==> config.mk <==
export PLATFORM = sky130hd
export DESIGN_NAME = uart_mmio
export DESIGN_NICKNAME = d
export VERILOG_FILES = /design/src/rtl/uart_mmio_pkg.sv /design/src/rtl/uart_mmio_fifo.sv /design/src/rtl/uart_tool.sv /design/src/rtl/uart_mmio.sv
export SDC_FILE = /design/constraint.sdc
export NUM_CORES = 1
export LEC_CHECK = 0
export CAP_MARGIN = 20
export CORE_MARGIN = 4
export CORE_UTILIZATION = 40
export DETAILED_ROUTE_END_ITERATION = 8
export SETUP_SLACK_MARGIN = 0.1
export SLEW_MARGIN = 25
export SYNTH_ARGS = -nofsm -noshare
export SYNTH_HDL_FRONTEND = slang
export SYNTH_SLANG_ARGS = --single-unit
==> constraint.sdc <==
create_clock -name clk -period 2.9 [get_ports clk]
set_clock_uncertainty 0.05 [all_clocks]
set_input_delay 0.58 -clock clk [delete_from_list [all_inputs] [get_ports clk]]
set_output_delay 0.58 -clock clk [all_outputs]
set_load 0.005 [all_outputs]
==> src/rtl/uart_mmio_pkg.sv <==
// Shared definitions for the memory-mapped UART: register offsets, CTRL bit indices
// and the bus FSM state encoding.
package uart_mmio_pkg;
  localparam logic [2:0] REG_DATA    = 3'd0;
  localparam logic [2:0] REG_STATUS  = 3'd1;
  localparam logic [2:0] REG_CTRL    = 3'd2;
  localparam logic [2:0] REG_TIMEOUT = 3'd3;

  localparam int CTRL_BE      = 0;
  localparam int CTRL_IRQ_RX  = 1;
  localparam int CTRL_IRQ_TXE = 2;
  localparam int CTRL_CLR_OVR = 3;

  typedef enum logic [2:0] {
    S_IDLE    = 3'd0,
    S_RD_REG  = 3'd1,
    S_RD_DATA = 3'd2,
    S_WR_REG  = 3'd3,
    S_WR_DATA = 3'd4,
    S_RESP    = 3'd5
  } state_t;
endpackage

==> src/rtl/uart_mmio_fifo.sv <==
// Synchronous FIFO with occupancy count; a pop frees the slot for a same-cycle push.
module uart_mmio_fifo #(
  parameter int W     = 8,
  parameter int DEPTH = 16,
  localparam int AW   = $clog2(DEPTH)
) (
  input  logic          clk,
  input  logic          resetn,
  input  logic          i_push,
  input  logic [W-1:0]  i_data,
  input  logic          i_pop,
  output logic [W-1:0]  o_data,
  output logic          o_full,
  output logic          o_empty,
  output logic [AW:0]   o_count
);
  logic [W-1:0]  r_mem [DEPTH];
  logic [AW-1:0] r_wp;
  logic [AW-1:0] r_rp;
  logic [AW:0]   r_count;
  logic          w_push;
  logic          w_pop;

  assign w_pop   = i_pop & ~o_empty;
  assign w_push  = i_push & (~o_full | w_pop);
  assign o_empty = (r_count == '0);
  assign o_full  = (r_count == (AW+1)'(DEPTH));
  assign o_count = r_count;
  assign o_data  = r_mem[r_rp];

  always_ff @(posedge clk or negedge resetn) begin
    if (!resetn) begin
      r_wp    <= '0;
      r_rp    <= '0;
      r_count <= '0;
    end else begin
      if (w_push) r_wp <= r_wp + 1'b1;
      if (w_pop)  r_rp <= r_rp + 1'b1;
      r_count <= r_count + (AW+1)'(w_push) - (AW+1)'(w_pop);
    end
  end

  always_ff @(posedge clk) begin
    if (w_push) r_mem[r_wp] <= i_data;
  end
endmodule

==> src/rtl/uart_tool.sv <==
// 8N1 serial receiver and transmitter; CLK_FREQ/BIT_RATE clock cycles per bit.
module uart_tool_rx #(
  parameter int CLK_FREQ     = 25000000,
  parameter int BIT_RATE     = 9600,
  parameter int PAYLOAD_BITS = 8
) (
  input  logic                    clk,
  input  logic                    resetn,
  input  logic                    i_rxd,
  output logic                    o_valid,
  output logic [PAYLOAD_BITS-1:0] o_data
);
  localparam int CPB = CLK_FREQ / BIT_RATE;
  localparam int CW  = $clog2(CPB + 1);
  logic [1:0]              r_sync;
  logic                    r_busy;
  logic [CW-1:0]           r_cyc;
  logic [3:0]              r_bit;
  logic [PAYLOAD_BITS-1:0] r_shift;
  logic                    r_valid;

  assign o_valid = r_valid;
  assign o_data  = r_shift;

  // Bit 0 is the start bit sampled mid-period; a high sample there is a glitch, not a frame.
  always_ff @(posedge clk or negedge resetn) begin
    if (!resetn) begin
      r_sync <= 2'b11; r_busy <= 1'b0; r_cyc <= '0;
      r_bit  <= '0;    r_shift <= '0;  r_valid <= 1'b0;
    end else begin
      r_sync  <= {r_sync[0], i_rxd};
      r_valid <= 1'b0;
      if (!r_busy) begin
        if (!r_sync[1]) begin
          r_busy <= 1'b1;
          r_cyc  <= CW'(CPB / 2 - 1);
          r_bit  <= '0;
        end
      end else if (r_cyc != '0) begin
        r_cyc <= r_cyc - 1'b1;
      end else begin
        r_cyc <= CW'(CPB - 1);
        r_bit <= r_bit + 1'b1;
        if (r_bit == 4'd0 && r_sync[1]) begin
          r_busy <= 1'b0;
        end else if (r_bit == 4'(PAYLOAD_BITS + 1)) begin
          r_busy  <= 1'b0;
          r_valid <= r_sync[1];
        end else if (r_bit != 4'd0) begin
          r_shift <= {r_sync[1], r_shift[PAYLOAD_BITS-1:1]};
        end
      end
    end
  end
endmodule

module uart_tool_tx #(
  parameter int CLK_FREQ     = 25000000,
  parameter int BIT_RATE     = 9600,
  parameter int PAYLOAD_BITS = 8
) (
  input  logic                    clk,
  input  logic                    resetn,
  input  logic                    i_en,
  input  logic [PAYLOAD_BITS-1:0] i_data,
  output logic                    o_txd,
  output logic                    o_busy
);
  localparam int CPB = CLK_FREQ / BIT_RATE;
  localparam int CW  = $clog2(CPB + 1);
  logic                    r_busy;
  logic [CW-1:0]           r_cyc;
  logic [3:0]              r_bit;
  logic [PAYLOAD_BITS+1:0] r_shift;

  assign o_busy = r_busy;
  assign o_txd  = r_busy ? r_shift[0] : 1'b1;

  always_ff @(posedge clk or negedge resetn) begin
    if (!resetn) begin
      r_busy <= 1'b0; r_cyc <= '0; r_bit <= '0; r_shift <= '1;
    end else if (!r_busy) begin
      if (i_en) begin
        r_shift <= {1'b1, i_data, 1'b0};
        r_busy  <= 1'b1;
        r_cyc   <= '0;
        r_bit   <= '0;
      end
    end else if (r_cyc == CW'(CPB - 1)) begin
      r_cyc   <= '0;
      r_shift <= {1'b1, r_shift[PAYLOAD_BITS+1:1]};
      if (r_bit == 4'(PAYLOAD_BITS + 1)) r_busy <= 1'b0;
      else r_bit <= r_bit + 1'b1;
    end else begin
      r_cyc <= r_cyc + 1'b1;
    end
  end
endmodule

==> src/rtl/uart_mmio.sv <==
// Memory-mapped UART: word-wide DATA access through RX/TX FIFOs, byte-order select,
// per-access timeout, status/ctrl registers and a level interrupt.
module uart_mmio
  import uart_mmio_pkg::*;
#(
  parameter int          CLK_FREQ       = 25000000,
  parameter int          BIT_RATE       = 9600,
  parameter int          PAYLOAD_BITS   = 8,
  parameter int          BUFFER_SIZE    = 16,
  parameter int          WORD_BYTES     = 4,
  parameter logic [15:0] TIMEOUT_RST    = 16'd0,
  parameter logic        BIG_ENDIAN_RST = 1'b0
) (
  input  logic        clk,
  input  logic        resetn,
  input  logic        rx,
  output logic        tx,
  input  logic        read,
  input  logic        write,
  input  logic [31:0] address,
  input  logic [31:0] write_data,
  output logic [31:0] read_data,
  output logic        response,
  output logic        error,
  output logic        irq,
  output state_t      dbg_state
);
  localparam int CW = $clog2(BUFFER_SIZE) + 1;

  // Bus protocol: read/write are sampled only in IDLE (write wins); exactly one
  // response pulse follows each accepted request, with error and read_data valid alongside.
  state_t      r_state, w_next;
  logic [2:0]  r_addr;
  logic [1:0]  r_idx;
  logic [1:0]  w_lane;
  logic [15:0] r_tmo_cnt, r_timeout;
  logic [2:0]  r_ctrl;
  logic [31:0] r_wdata, r_read_data, w_reg_rdata;
  logic        r_ovr, r_error, r_irq;
  logic        w_rx_pop, w_tx_push, w_moved, w_tmo_hit, w_tmo_reached, w_last;
  logic        w_rx_valid, w_rx_full, w_rx_empty, w_tx_full, w_tx_empty, w_tx_busy, w_tx_pop;
  logic        w_ovr_clr;
  logic [PAYLOAD_BITS-1:0] w_rx_byte, w_rx_data, w_tx_data;
  logic [CW-1:0] w_rx_count, w_tx_count;
  logic        w_unused;

  assign w_unused  = ^{address[31:5], address[1:0]};
  assign read_data = r_read_data;
  assign response  = (r_state == S_RESP);
  assign error     = r_error;
  assign irq       = r_irq;
  assign dbg_state = r_state;

  // Byte k of the word travels through lane k (little-endian) or lane WORD_BYTES-1-k.
  assign w_lane        = r_ctrl[CTRL_BE] ? 2'(WORD_BYTES - 1) - r_idx : r_idx;
  assign w_last        = (r_idx == 2'(WORD_BYTES - 1));
  assign w_tmo_reached = (r_timeout != '0) && ({1'b0, r_tmo_cnt} + 17'd1 == {1'b0, r_timeout});
  assign w_tx_pop      = ~w_tx_busy & ~w_tx_empty;
  assign w_ovr_clr     = (r_state == S_WR_REG) && (r_addr == REG_CTRL) && write_data[CTRL_CLR_OVR];

  uart_tool_rx #(.CLK_FREQ(CLK_FREQ), .BIT_RATE(BIT_RATE), .PAYLOAD_BITS(PAYLOAD_BITS)) u_rx (
    .clk(clk), .resetn(resetn), .i_rxd(rx), .o_valid(w_rx_valid), .o_data(w_rx_byte));

  uart_tool_tx #(.CLK_FREQ(CLK_FREQ), .BIT_RATE(BIT_RATE), .PAYLOAD_BITS(PAYLOAD_BITS)) u_tx (
    .clk(clk), .resetn(resetn), .i_en(w_tx_pop), .i_data(w_tx_data), .o_txd(tx), .o_busy(w_tx_busy));

  uart_mmio_fifo #(.W(PAYLOAD_BITS), .DEPTH(BUFFER_SIZE)) u_rx_fifo (
    .clk(clk), .resetn(resetn), .i_push(w_rx_valid), .i_data(w_rx_byte), .i_pop(w_rx_pop),
    .o_data(w_rx_data), .o_full(w_rx_full), .o_empty(w_rx_empty), .o_count(w_rx_count));

  uart_mmio_fifo #(.W(PAYLOAD_BITS), .DEPTH(BUFFER_SIZE)) u_tx_fifo (
    .clk(clk), .resetn(resetn), .i_push(w_tx_push), .i_data(r_wdata[{w_lane, 3'b000} +: 8]),
    .i_pop(w_tx_pop), .o_data(w_tx_data), .o_full(w_tx_full), .o_empty(w_tx_empty),
    .o_count(w_tx_count));

  always_comb begin
    w_reg_rdata = '0;
    case (r_addr)
      REG_STATUS:  w_reg_rdata = {16'(w_rx_count), 12'(w_tx_count), r_ovr, w_tx_full,
                                  w_rx_empty, w_tx_empty};
      REG_CTRL:    w_reg_rdata = {29'd0, r_ctrl};
      REG_TIMEOUT: w_reg_rdata = {16'd0, r_timeout};
      default:     w_reg_rdata = '0;
    endcase
  end

  always_comb begin
    w_next    = r_state;
    w_rx_pop  = 1'b0;
    w_tx_push = 1'b0;
    w_moved   = 1'b0;
    w_tmo_hit = 1'b0;
    case (r_state)
      S_IDLE: begin
        if (write)     w_next = S_WR_REG;
        else if (read) w_next = S_RD_REG;
      end
      S_RD_REG: w_next = (r_addr == REG_DATA) ? S_RD_DATA : S_RESP;
      S_WR_REG: w_next = (r_addr == REG_DATA) ? S_WR_DATA : S_RESP;
      S_RD_DATA: begin
        if (!w_rx_empty) begin
          w_rx_pop = 1'b1;
          w_moved  = 1'b1;
          if (w_last) w_next = S_RESP;
        end else if (w_tmo_reached) begin
          w_tmo_hit = 1'b1;
          w_next    = S_RESP;
        end
      end
      S_WR_DATA: begin
        if (!w_tx_full) begin
          w_tx_push = 1'b1;
          w_moved   = 1'b1;
          if (w_last) w_next = S_RESP;
        end else if (w_tmo_reached) begin
          w_tmo_hit = 1'b1;
          w_next    = S_RESP;
        end
      end
      S_RESP:  w_next = S_IDLE;
      default: w_next = S_IDLE;
    endcase
  end

  always_ff @(posedge clk or negedge resetn) begin
    if (!resetn) begin
      r_state     <= S_IDLE;
      r_addr      <= '0;
      r_idx       <= '0;
      r_tmo_cnt   <= '0;
      r_timeout   <= TIMEOUT_RST;
      r_ctrl      <= {2'b00, BIG_ENDIAN_RST};
      r_wdata     <= '0;
      r_read_data <= '0;
      r_ovr       <= 1'b0;
      r_error     <= 1'b0;
      r_irq       <= 1'b0;
    end else begin
      r_state <= w_next;
      r_error <= w_tmo_hit;
      r_irq   <= (r_ctrl[CTRL_IRQ_RX] & ~w_rx_empty) | (r_ctrl[CTRL_IRQ_TXE] & w_tx_empty);
      r_ovr   <= (w_rx_valid & w_rx_full & ~w_rx_pop) | (r_ovr & ~w_ovr_clr);
      if (r_state == S_IDLE) begin
        r_addr    <= address[4:2];
        r_idx     <= '0;
        r_tmo_cnt <= '0;
      end
      if (r_state == S_RD_REG) r_read_data <= w_reg_rdata;
      if (r_state == S_WR_REG) begin
        r_wdata <= write_data;
        if (r_addr == REG_CTRL)    r_ctrl    <= write_data[2:0];
        if (r_addr == REG_TIMEOUT) r_timeout <= write_data[15:0];
      end
      if (w_rx_pop) r_read_data[{w_lane, 3'b000} +: 8] <= w_rx_data[7:0];
      if (w_moved) begin
        r_idx     <= r_idx + 1'b1;
        r_tmo_cnt <= '0;
      end else if (r_state == S_RD_DATA || r_state == S_WR_DATA) begin
        r_tmo_cnt <= r_tmo_cnt + 1'b1;
      end
    end
  end
endmodule
==> results of run 1 <==
cells in the final DEF, fill, tap and decap left out, types with 32 or more instances in the layout:
master / n
xnor2_1: 37
mux2_2: 61
inv_1: 49
clkbuf_16: 49
ha_1: 32
buf_4: 35
nand2_1: 74
o21ai_0: 61
nor2_1: 52
mux4_2: 71
edfxtp_1: 256
a21oi_1: 50
clkdlybuf4s50_1: 77
dfrtp_1: 177
synth_stat cells (14+ instances only):
cell / instances
nand2_1: 74
nor2_1: 53
mux2i_1: 22
mux4_2: 71
ha_1: 32
nor3_1: 14
a22o_1: 21
and2_1: 28
a21oi_1: 50
nand4_1: 16
clkbuf_1: 36
mux4_1: 16
o21ai_0: 61
dfrtp_1: 179
mux2_2: 61
xnor2_1: 38
inv_1: 49
edfxtp_1: 256
nand3_1: 22
power by group through the flow:
stage          Clock [mW]  Sequential [mW]  Combinational (mW)
2_1_floorplan           0             8.80                3.19
3_3_place_gp            0             9.09                4.59
3_5_place_dp            0             9.11                4.71
4_1_cts              6.17             8.99                4.72
5_1_grt              6.46             9.09                5.17
6_report             6.01             9.00                4.67
cells by family after synthesis:
family | synth area share [%]
DFF | 63.8
muxes | 15.0
buffers and inverters | 2.45
adders and majority gates | 2.26
xor gates and xnor gates | 2.29
and+or+nand+nor | 7.45
AOI/OAI and AO/OA | 6.72
metrics by stage:
stage | std cells | worst slack, ns | util (%) | hold slack [ns]
floorplan | 1296 | 0.128 | - | 0.234
global placement | 1967 | 0.217 | 44.0 | 0.296
detailed placement | 1967 | 0.177 | 44.0 | 0.297
CTS | 2056 | 0.152 | 47.3 | 0.306
global route | 2057 | 0.115 | 47.4 | 0.306
finish | 2057 | 0.227 | 47.4 | 0.305
worst reg2reg max path: cells and delay by family, from the launching register on:
kind	cells	cell delay [ns]
AO/OA/AOI/OAI	1	0.06
XOR/XNOR	1	0.11
AND/OR/NAND/NOR	6	1.02
adder cells (fa/ha/maj)	2	0.59
flip-flops	1	0.37
buffers and inverters	3	0.31
sequential cells by signal, summed over array words and instances (netlist names), 5 cells and up:
signal,count
u_rx_fifo.r_mem,128
r_timeout,16
r_wdata,32
u_tx.r_cyc,12
read_data,32
u_rx.r_cyc,12
u_tx_fifo.r_mem,128
u_rx_fifo.o_count,5
u_tx.r_shift,9
u_tx_fifo.o_count,5
u_rx.o_data,8
r_tmo_cnt,16
routing by layer:
layer	vias up	GRT usage, %	share of wire (%)
li1	5170	-	-
met3	58	2.88	5.0
met1	5762	24.0	45
met4	0	4.83	2.4
met5	-	0	0
met2	272	26.7	48
final cells by class:
cell class                      instances  area, sq um  share of cell area, %
Clock inverter                         21          206                  0.907
Sequential cell                       446        12500                   54.7
Clock buffer                           67         1360                   5.99
Timing Repair Buffer                  119         1160                   5.09
Tap cell                              615          769                   3.38
Multi-Input combinational cell        737         6610                   29.0
Inverter                               52          195                  0.858
timing repair:
action / in CTS / in global routing
setup endpoints to repair: 1 / 4
resized for setup: 1 / 3
pin swaps: 0 / 1
setup buffers: 0 / 1
endpoints found under the hold margin: 54 / 0
hold buffers: 1 / 0
worst max path at each step:
stage | start | end | slack (ns) | depth (start not counted)
after floorplan | u_tx_fifo.o_count[3] | u_tx_fifo.o_count[4] | 0.13 | 14
after global placement | r_tmo_cnt[0] | dbg_state[1] | 0.22 | 7
after detailed placement | r_tmo_cnt[0] | dbg_state[1] | 0.18 | 7
after CTS | r_tmo_cnt[0] | dbg_state[1] | 0.15 | 7
after global routing | dbg_state[0] | u_rx_fifo.o_count[4] | 0.11 | 13
final | dbg_state[1] | response | 0.23 | 4
==> impl_metrics.json, run 1 <==
{
  "worst-path-buf-inv": 2,
  "synth_ff_type": "edfxtp_1",
  "hold_violations": 0,
  "synth_seq_cells": 446,
  "rr_worst_depth": 13,
  "area_growth_pct": 16.6,
  "clock-root-buffer": "clkbuf_16",
  "nNetsFinal": 1507,
  "n_antenna_cell": 0,
  "finalCriticalPeriod_ns": 2.67,
  "status": "finished, final reports clean",
  "grt.total_usage_pct": 16.8,
  "synth_area_sq_um": 19500,
  "reg2reg_to": "u_rx_fifo.o_count[4]",
  "clk_pin_slew_ns": 0.06,
  "leakagePower_nw": 7.99,
  "rows": 80,
  "worst-r2r-setup-slack_ns": 0.28,
  "powerDensity_nw_per_um2": 865,
  "drive_gt1_share_pct": 19.3,
  "cp_max_fo": 11,
  "yosys_warnings": 0,
  "antenna_found_initial": 0,
  "drt_iter0_drc": 1016,
  "max_freq_mhz": 374,
  "whs_path_depth": 0,
  "crit_path_end_kind": "primary output",
  "peakVddDrop_v": 0.000461,
  "yosysTopAreaCellShare_pct": 39.4,
  "r2r_start": "dbg_state[2]",
  "portBuffers": 78,
  "cp.arrival_ns": 2.04,
  "drt_wl_total_um": 43900,
  "drc": 0,
  "period_share_pct": 92.2,
  "cp.required_ns": 2.27,
  "cts_tree": "yes",
  "wl_per_cell_um": 21.3,
  "finalSetupViolations": 0,
  "internal-power_mw": 13.8,
  "crit_path_top_delay_cell": "clkdlybuf4s50_1",
  "drtAntennaViolNets": 0,
  "n_fill_cell": 4170,
  "finalInstanceArea_sq_um": 22800,
  "critPathMaxStageDelay_ns": 0.55,
  "dp.final_hpwl_um": 29900,
  "fin_tns_setup_ns": 0,
  "synth_cell_types": 72,
  "dr_total_vias": 11300,
  "grt_overflow": 0,
  "insertion_delay_ns": 0.60,
  "max_cap_violations": 0,
  "cts_buffer_depth": 3,
  "grt_setup_unrepaired": "false",
  "total_power_mw": 19.7,
  "core_sq_um": 48000,
  "viasPerCell": 5.47,
  "syn-instance-count": 1296,
  "power_frac_comb_pct": 23.7,
  "switching_power_mw": 5.84,
  "initial_core_util_pct": 40.6,
  "tightest_slew_ns": 0.891,
  "cts_sinks": 446,
  "routabilityCongestion": 0.828,
  "numCtsBuffers": 48,
  "synth.area.top_cells": "edfxtp_1, dfrtp_1, mux4_2, mux2_2, mux4_1",
  "place_area_sq_um": 21200,
  "seqPwrFrac_pct": 45.7,
  "sw_frac_of_total_pct": 29.7,
  "critPathLaunchType": "register",
  "die_h_um": 229,
  "min_to": "u_rx.r_sync[1]",
  "yosysTopAreaCell": "edfxtp_1",
  "floorplan.io_pins": 108,
  "synth-async-reset-ratio_pct": 42.6,
  "grt_pass1_vias": 11300,
  "clock_power_share_pct": 30.5,
  "die_w_um": 229,
  "synth-edff-count": 256,
  "path_class": "register to primary output",
  "hp-class": "register to register",
  "grt_start_max_net_pins": 70,
  "dr.pass1.iters": 6,
  "hold_start": "u_rx.r_sync[0]",
  "htree_levels": 2,
  "maxSlewViolCount": 0,
  "syn_avg_cell_area_sq_um": 15.1,
  "cpLargestDelayFamily": "buffers and inverters",
  "grt_first_pass_wirelength_um": 68500,
  "synth_nets": 1399,
  "cp_cell_sequence": "buf_4 -> nand2b_1 -> nor2_2 -> clkdlybuf4s50_1",
  "yosysSeqAreaShare_pct": 63.8,
  "dieArea_sq_um": 52400,
  "slew-limit-headroom_pct": 40.0
}
Power figures use the tool's default switching activity.
==> run 2, diff against run 1 <==
- SYNTH_HIERARCHICAL: not set -> 1
==> run 2 against run 1 <==
Net effect: critical path type is now register to register; first-iteration DRC count down 10%; area after synthesis up 4.2%; fmax about the same; final area up 4.8%; worst setup slack worse by 0.00099 ns; cell count up 11%; hold slack better by 0.0076 ns; routed wire length up 9.0%.
==> impl_metrics.json, run 2 <==
{
  "syn_avg_cell_area_sq_um": 14.2,
  "peakVddDrop_v": 0.000565,
  "die_h_um": 234,
  "grt_first_pass_wirelength_um": 74400,
  "worst-path-buf-inv": 3,
  "powerDensity_nw_per_um2": 871,
  "cp_cell_sequence": "inv_1 -> ha_1 -> nor4b_4 -> nor3b_4 -> o21a_1 -> inv_1 -> ha_1 -> inv_1 -> ha_1 -> fa_2 -> a21oi_2 -> nor2_1 -> nor2_1 -> xnor2_1",
  "n_antenna_cell": 0,
  "rows": 82,
  "area_growth_pct": 17.2,
  "cts_sinks": 446,
  "clk_pin_slew_ns": 0.06,
  "synth_cell_types": 92,
  "cts_tree": "yes",
  "routabilityCongestion": 0.852,
  "layout_commonest_cell": "edfxtp_1",
  "cp.arrival_ns": 3.12,
  "portBuffers": 78,
  "synthAdderAreaFrac_pct": 2.47,
  "cp.required_ns": 3.34,
  "slew-limit-headroom_pct": 53.0,
  "cpLargestDelayFamily": "adder cells",
  "maxSlewViolCount": 0,
  "yosys-top-cells-count": "edfxtp_1, dfrtp_1, nand2_1, mux2i_1, o21ai_0",
  "synthMuxAreaShare_pct": 11.8,
  "finalSetupViolations": 0,
  "synth-compound-area-share_pct": 10.2,
  "hp-class": "register to register",
  "crit_path_end_kind": "register",
  "synth_top_family_by_area": "multiplexers",
  "syn-instance-count": 1435,
  "placedCellCount": 2184,
  "dp.final_hpwl_um": 32400,
  "grt_start_max_net_pins": 59,
  "synth-xor-area-share_pct": 1.84,
  "drt_iter0_drc": 913,
  "synth-async-reset-ratio_pct": 42.6,
  "leakagePower_nw": 8.67,
  "core_sq_um": 50200,
  "synth_nets": 1543,
  "yosysSeqAreaShare_pct": 61.2,
  "drt_wl_total_um": 47800,
  "dr_total_vias": 12600,
  "dr.pass1.iters": 5,
  "status": "finished, final reports clean",
  "synth_seq_cells": 446,
  "synth.area.top_cells": "edfxtp_1, dfrtp_1, mux4_2, mux2i_1, mux2_2",
  "grt_setup_unrepaired": "true",
  "die_w_um": 234,
  "insertion_delay_ns": 0.59,
  "final_cells": 2284,
  "yosysTopAreaCell": "edfxtp_1",
  "wl_per_cell_um": 20.9,
  "synth_area_sq_um": 20300,
  "yosys_warnings": 6,
  "nNetsFinal": 1680,
  "fin_tns_setup_ns": 0,
  "yosysMostFrequentCell": "edfxtp_1",
  "clock-root-buffer": "clkbuf_16",
  "antenna_found_initial": 1,
  "synth_ff_type": "edfxtp_1",
  "grt.total_usage_pct": 17.5,
  "synth-edff-count": 256,
  "tightest_slew_ns": 0.706,
  "reg.largest.list": "u_rx_fifo/r_mem: 128 flops, u_tx_fifo/r_mem: 128 flops",
  "numCtsBuffers": 48,
  "floorplan.io_pins": 108,
  "final_cell_mix": "edfxtp_1, dfrtp_1, nand2_1",
  "viasPerCell": 5.50,
  "path_class": "register to register",
  "max_cap_violations": 0,
  "yosys.area_share.simple_pct": 9.30,
  "drtAntennaViolNets": 0,
  "initial_core_util_pct": 40.6,
  "yosysTopAreaCellShare_pct": 37.8,
  "grt_overflow": 0,
  "drive_gt1_share_pct": 21.0,
  "grt_pass1_vias": 12600,
  "crit_path_top_delay_cell": "dfrtp_1",
  "drc": 0,
  "max_freq_mhz": 374,
  "dieArea_sq_um": 54500,
  "critPathMaxStageDelay_ns": 0.38,
  "hold_violations": 0,
  "critPathLaunchType": "register",
  "period_share_pct": 92.2,
  "cp_max_fo": 3,
  "htree_levels": 2,
  "finalCriticalPeriod_ns": 2.67,
  "cts_buffer_depth": 3
}
-- run 2: kinds of logic (layout without fill, tap and decap cells) --
group	count (synthesis)	count (layout)
buffers and inverters	115	292
AO/OA/AOI/OAI	280	280
multiplexers	182	182
flip-flops	446	446
adder cells (fa/ha/maj)	39	39
XOR/XNOR	42	42
AND/OR/NAND/NOR	331	331
-- run 2: layer usage --
layer	GRT usage, %	vias to the layer above	wire, um
met5	0	-	0
met4	4.38	0	1010
met2	27.5	258	22800
met1	25.5	6420	22000
li1	-	5800	-
met3	2.93	74	2070
-- run 2: stage by stage --
step	power, mW	hold WS (ns)	utilization, %	worst slack (ns)	cell area (sq um)
after detailed placement	14.7	0.303	44.1	0.0868	22100
after CTS	20.8	0.312	47.3	0.139	23700
after global placement	14.5	0.296	44.1	0.0889	22100
final	20.8	0.312	47.5	0.226	23800
after floorplan	12.6	0.234	-	0.0962	20400
after global routing	21.9	0.315	47.5	0.0597	23800
-- run 2: final timing paths --
path / to / cells after the start / slack [ns] / startpoint
hold / removal: u_rx/r_sync[1] / 0 / 0.31 / u_rx/r_sync[0]
max in group asynchronous: r_wdata[3] / 3 / 1.55 / resetn
setup reg to reg: u_rx_fifo/o_count[4] / 14 / 0.23 / u_rx_fifo/o_count[2]
min in group asynchronous: r_tmo_cnt[7] / 2 / 0.42 / resetn
hold reg to reg: u_rx/r_sync[1] / 0 / 0.31 / u_rx/r_sync[0]
setup / recovery: u_rx_fifo/o_count[4] / 14 / 0.23 / u_rx_fifo/o_count[2]
-- run 2: worst reg2reg max path: stages (launching register included) --
cell and delay [ns]:
dfrtp_1 0.38, inv_1 0.07, ha_1 0.22, nor4b_4 0.15, nor3b_4 0.21, o21a_1 0.16, inv_1 0.05, ha_1 0.27
inv_1 0.04, ha_1 0.21, fa_2 0.37, a21oi_2 0.12, nor2_1 0.05, nor2_1 0.11, xnor2_1 0.13
-- run 2: layout make-up --
type | instances | area, sq um
clock inverter | 32 | 292
fill | 4357 | 26300
clock buffer | 58 | 1320
tap | 672 | 841
inverter | 40 | 150
sequential | 446 | 12500
timing repair buffer | 162 | 1470
multi-input combinational | 874 | 7320
-- run 2: repair_timing --
item	in CTS	in global routing
hold endpoints to repair	35	0
buffers inserted	0	9
hold buffers	1	0
setup endpoints to repair	1	2
resized for setup	1	14
pin swaps	1	10
-- run 2: where the power goes --
| group | leakage (nW) | switching (mW) | internal [mW] | total, mW |
|---|---|---|---|---|
| Clock | 0.786 | 2.58 | 3.54 | 6.12 |
| Sequential | 4.44 | 0.789 | 8.25 | 9.04 |
| Combinational | 3.44 | 3.25 | 2.37 | 5.62 |
| Total | 8.67 | 6.62 | 14.2 | 20.8 |
==> run 3, diff against run 2 <==
- SETUP_SLACK_MARGIN: 0.1 -> 0.15
==> run 3 against run 2 <==
Net effect: combinational power about the same; final area about the same; sequential cell count unchanged; via count about the same; die area unchanged; fmax up 1.6%; core utilization about the same; critical path type unchanged; critical endpoint unchanged; largest cell class unchanged.
==> impl_metrics.json, run 3 (same netlist as run 2, synthesis figures left out) <==
{
  "status": "finished, final reports clean",
  "grt_first_pass_wirelength_um": 74500,
  "htree_levels": 2,
  "placedCellCount": 2184,
  "critPathLaunchType": "register",
  "cp.arrival_ns": 3.07,
  "numCtsBuffers": 48,
  "area_growth_pct": 17.3,
  "cp-startpoint": "u_rx_fifo/o_count[2]",
  "wl_per_cell_um": 20.9,
  "portBuffers": 78,
  "hold_violations": 0,
  "hp-class": "register to register",
  "maxSlewViolCount": 0,
  "viasPerCell": 5.50,
  "dp.final_hpwl_um": 32400,
  "core_sq_um": 50200,
  "total_power_mw": 20.8,
  "initial_core_util_pct": 40.6,
  "crit_path_end_kind": "register",
  "antenna_found_initial": 1,
  "seqPwrFrac_pct": 43.5,
  "grt_setup_unrepaired": "true",
  "multi_input_area_sq_um": 7320,
  "grt_pass1_vias": 12700,
  "place_area_sq_um": 22100,
  "r2r_start": "u_rx_fifo/o_count[2]",
  "max_freq_mhz": 380,
  "cts_sinks": 446,
  "drtAntennaViolNets": 0,
  "sw_frac_of_total_pct": 31.8,
  "fin_tns_setup_ns": 0,
  "path_class": "register to register",
  "internal-power_mw": 14.2,
  "n_fill_cell": 4355,
  "dr_total_vias": 12600,
  "finalInstanceArea_sq_um": 23900,
  "grt_overflow": 0,
  "final_cells": 2285,
  "die_w_um": 234,
  "cts_tree": "yes",
  "clk_pin_slew_ns": 0.06,
  "tightest_slew_ns": 0.723,
  "dr.pass1.iters": 5,
  "period_share_pct": 90.7,
  "fin_util_pct": 47.6,
  "floorplan.io_pins": 108,
  "finalSetupViolations": 0,
  "cts_buffer_depth": 3,
  "drive_gt1_share_pct": 21.1,
  "grt.total_usage_pct": 17.5,
  "die_h_um": 234,
  "cp_max_fo": 3,
  "switching_power_mw": 6.61,
  "crit_end": "u_rx_fifo/o_count[4]",
  "layout_commonest_cell": "edfxtp_1",
  "cp.required_ns": 3.34,
  "grt_start_max_net_pins": 59,
  "drt_iter0_drc": 1010,
  "clock_power_share_pct": 29.4,
  "final_cell_mix": "edfxtp_1, dfrtp_1, nand2_1",
  "rr_worst_depth": 14,
  "routabilityCongestion": 0.852,
  "nNetsFinal": 1681,
  "clock-root-buffer": "clkbuf_16",
  "rows": 82,
  "leakagePower_nw": 8.67,
  "finalCriticalPeriod_ns": 2.63,
  "peakVddDrop_v": 0.000566,
  "max_cap_violations": 0,
  "final-seq-area_sq_um": 12500,
  "dieArea_sq_um": 54500,
  "powerDensity_nw_per_um2": 870,
  "power_frac_comb_pct": 27.0,
  "drt_wl_total_um": 47800,
  "reg.largest.list": "u_rx_fifo/r_mem: 128 flops, u_tx_fifo/r_mem: 128 flops",
  "drc": 0,
  "n_antenna_cell": 0,
  "reg2reg_to": "u_rx_fifo/o_count[4]",
  "worst-r2r-setup-slack_ns": 0.27,
  "slew-limit-headroom_pct": 51.8,
  "insertion_delay_ns": 0.59
}
-- run 3: worst min-delay path by stage --
stage	from	slack, ns	cells after the start	endpoint
2_1_floorplan	resetn	0.23	0	dbg_state[0]
3_3_place_gp	u_rx/r_sync[0]	0.30	0	u_rx/r_sync[1]
3_5_place_dp	u_rx/r_sync[0]	0.30	0	u_rx/r_sync[1]
4_1_cts	u_rx/r_sync[0]	0.31	0	u_rx/r_sync[1]
5_1_grt	u_rx/r_sync[0]	0.32	0	u_rx/r_sync[1]
6_report	u_rx/r_sync[0]	0.31	0	u_rx/r_sync[1]
-- run 3: through the flow --
| step | worst slack, ns | hold slack [ns] |
|---|---|---|
| 2_1_floorplan | 0.0962 | 0.234 |
| 3_3_place_gp | 0.0889 | 0.296 |
| 3_5_place_dp | 0.0868 | 0.303 |
| 4_1_cts | 0.153 | 0.312 |
| 5_1_grt | 0.0597 | 0.315 |
| 6_report | 0.268 | 0.312 |
-- run 3: per-layer routing --
| layer | wire [um] | up-vias | track usage [%] |
|---|---|---|---|
| li1 | - | 5795 | - |
| met1 | 22000 | 6403 | 25.5 |
| met2 | 22600 | 291 | 27.5 |
| met3 | 2280 | 75 | 2.93 |
| met4 | 1010 | 0 | 4.38 |
| met5 | 0 | - | 0 |
-- run 3: cell type report --
cell class,instances,share of cell area [%]
Inverter,40,0.629
Sequential cell,446,52.2
Clock buffer,58,5.53
Timing Repair Buffer,163,6.18
Multi-Input combinational cell,874,30.7
Clock inverter,32,1.22
Tap cell,672,3.52
-- run 3: power by group through the flow --
stage | clock (mW) | combinational [mW] | sequential (mW)
finish | 6.11 | 5.61 | 9.04
global route | 6.51 | 6.21 | 9.14
CTS | 6.27 | 5.56 | 9.02
detailed placement | 0 | 5.53 | 9.14
global placement | 0 | 5.37 | 9.12
floorplan | 0 | 3.84 | 8.80
-- run 3: timing repair --
item                       in CTS  in global routing
hold buffers                    1                  0
resized for setup               1                 15
setup endpoints to repair       2                  3
hold endpoints to repair       35                  0
pin swaps                       1                 10
setup buffers                   2                  8
-- run 3: critical path: stages (launching register included) --
cell and delay, ns:
dfrtp_1 0.35, inv_1 0.06, ha_1 0.22, nor4b_4 0.15, nor3b_4 0.21, o21a_1 0.16, inv_1 0.05, ha_1 0.27
inv_1 0.04, ha_1 0.21, fa_2 0.37, a21oi_2 0.12, nor2_1 0.05, nor2_1 0.11, xnor2_1 0.13
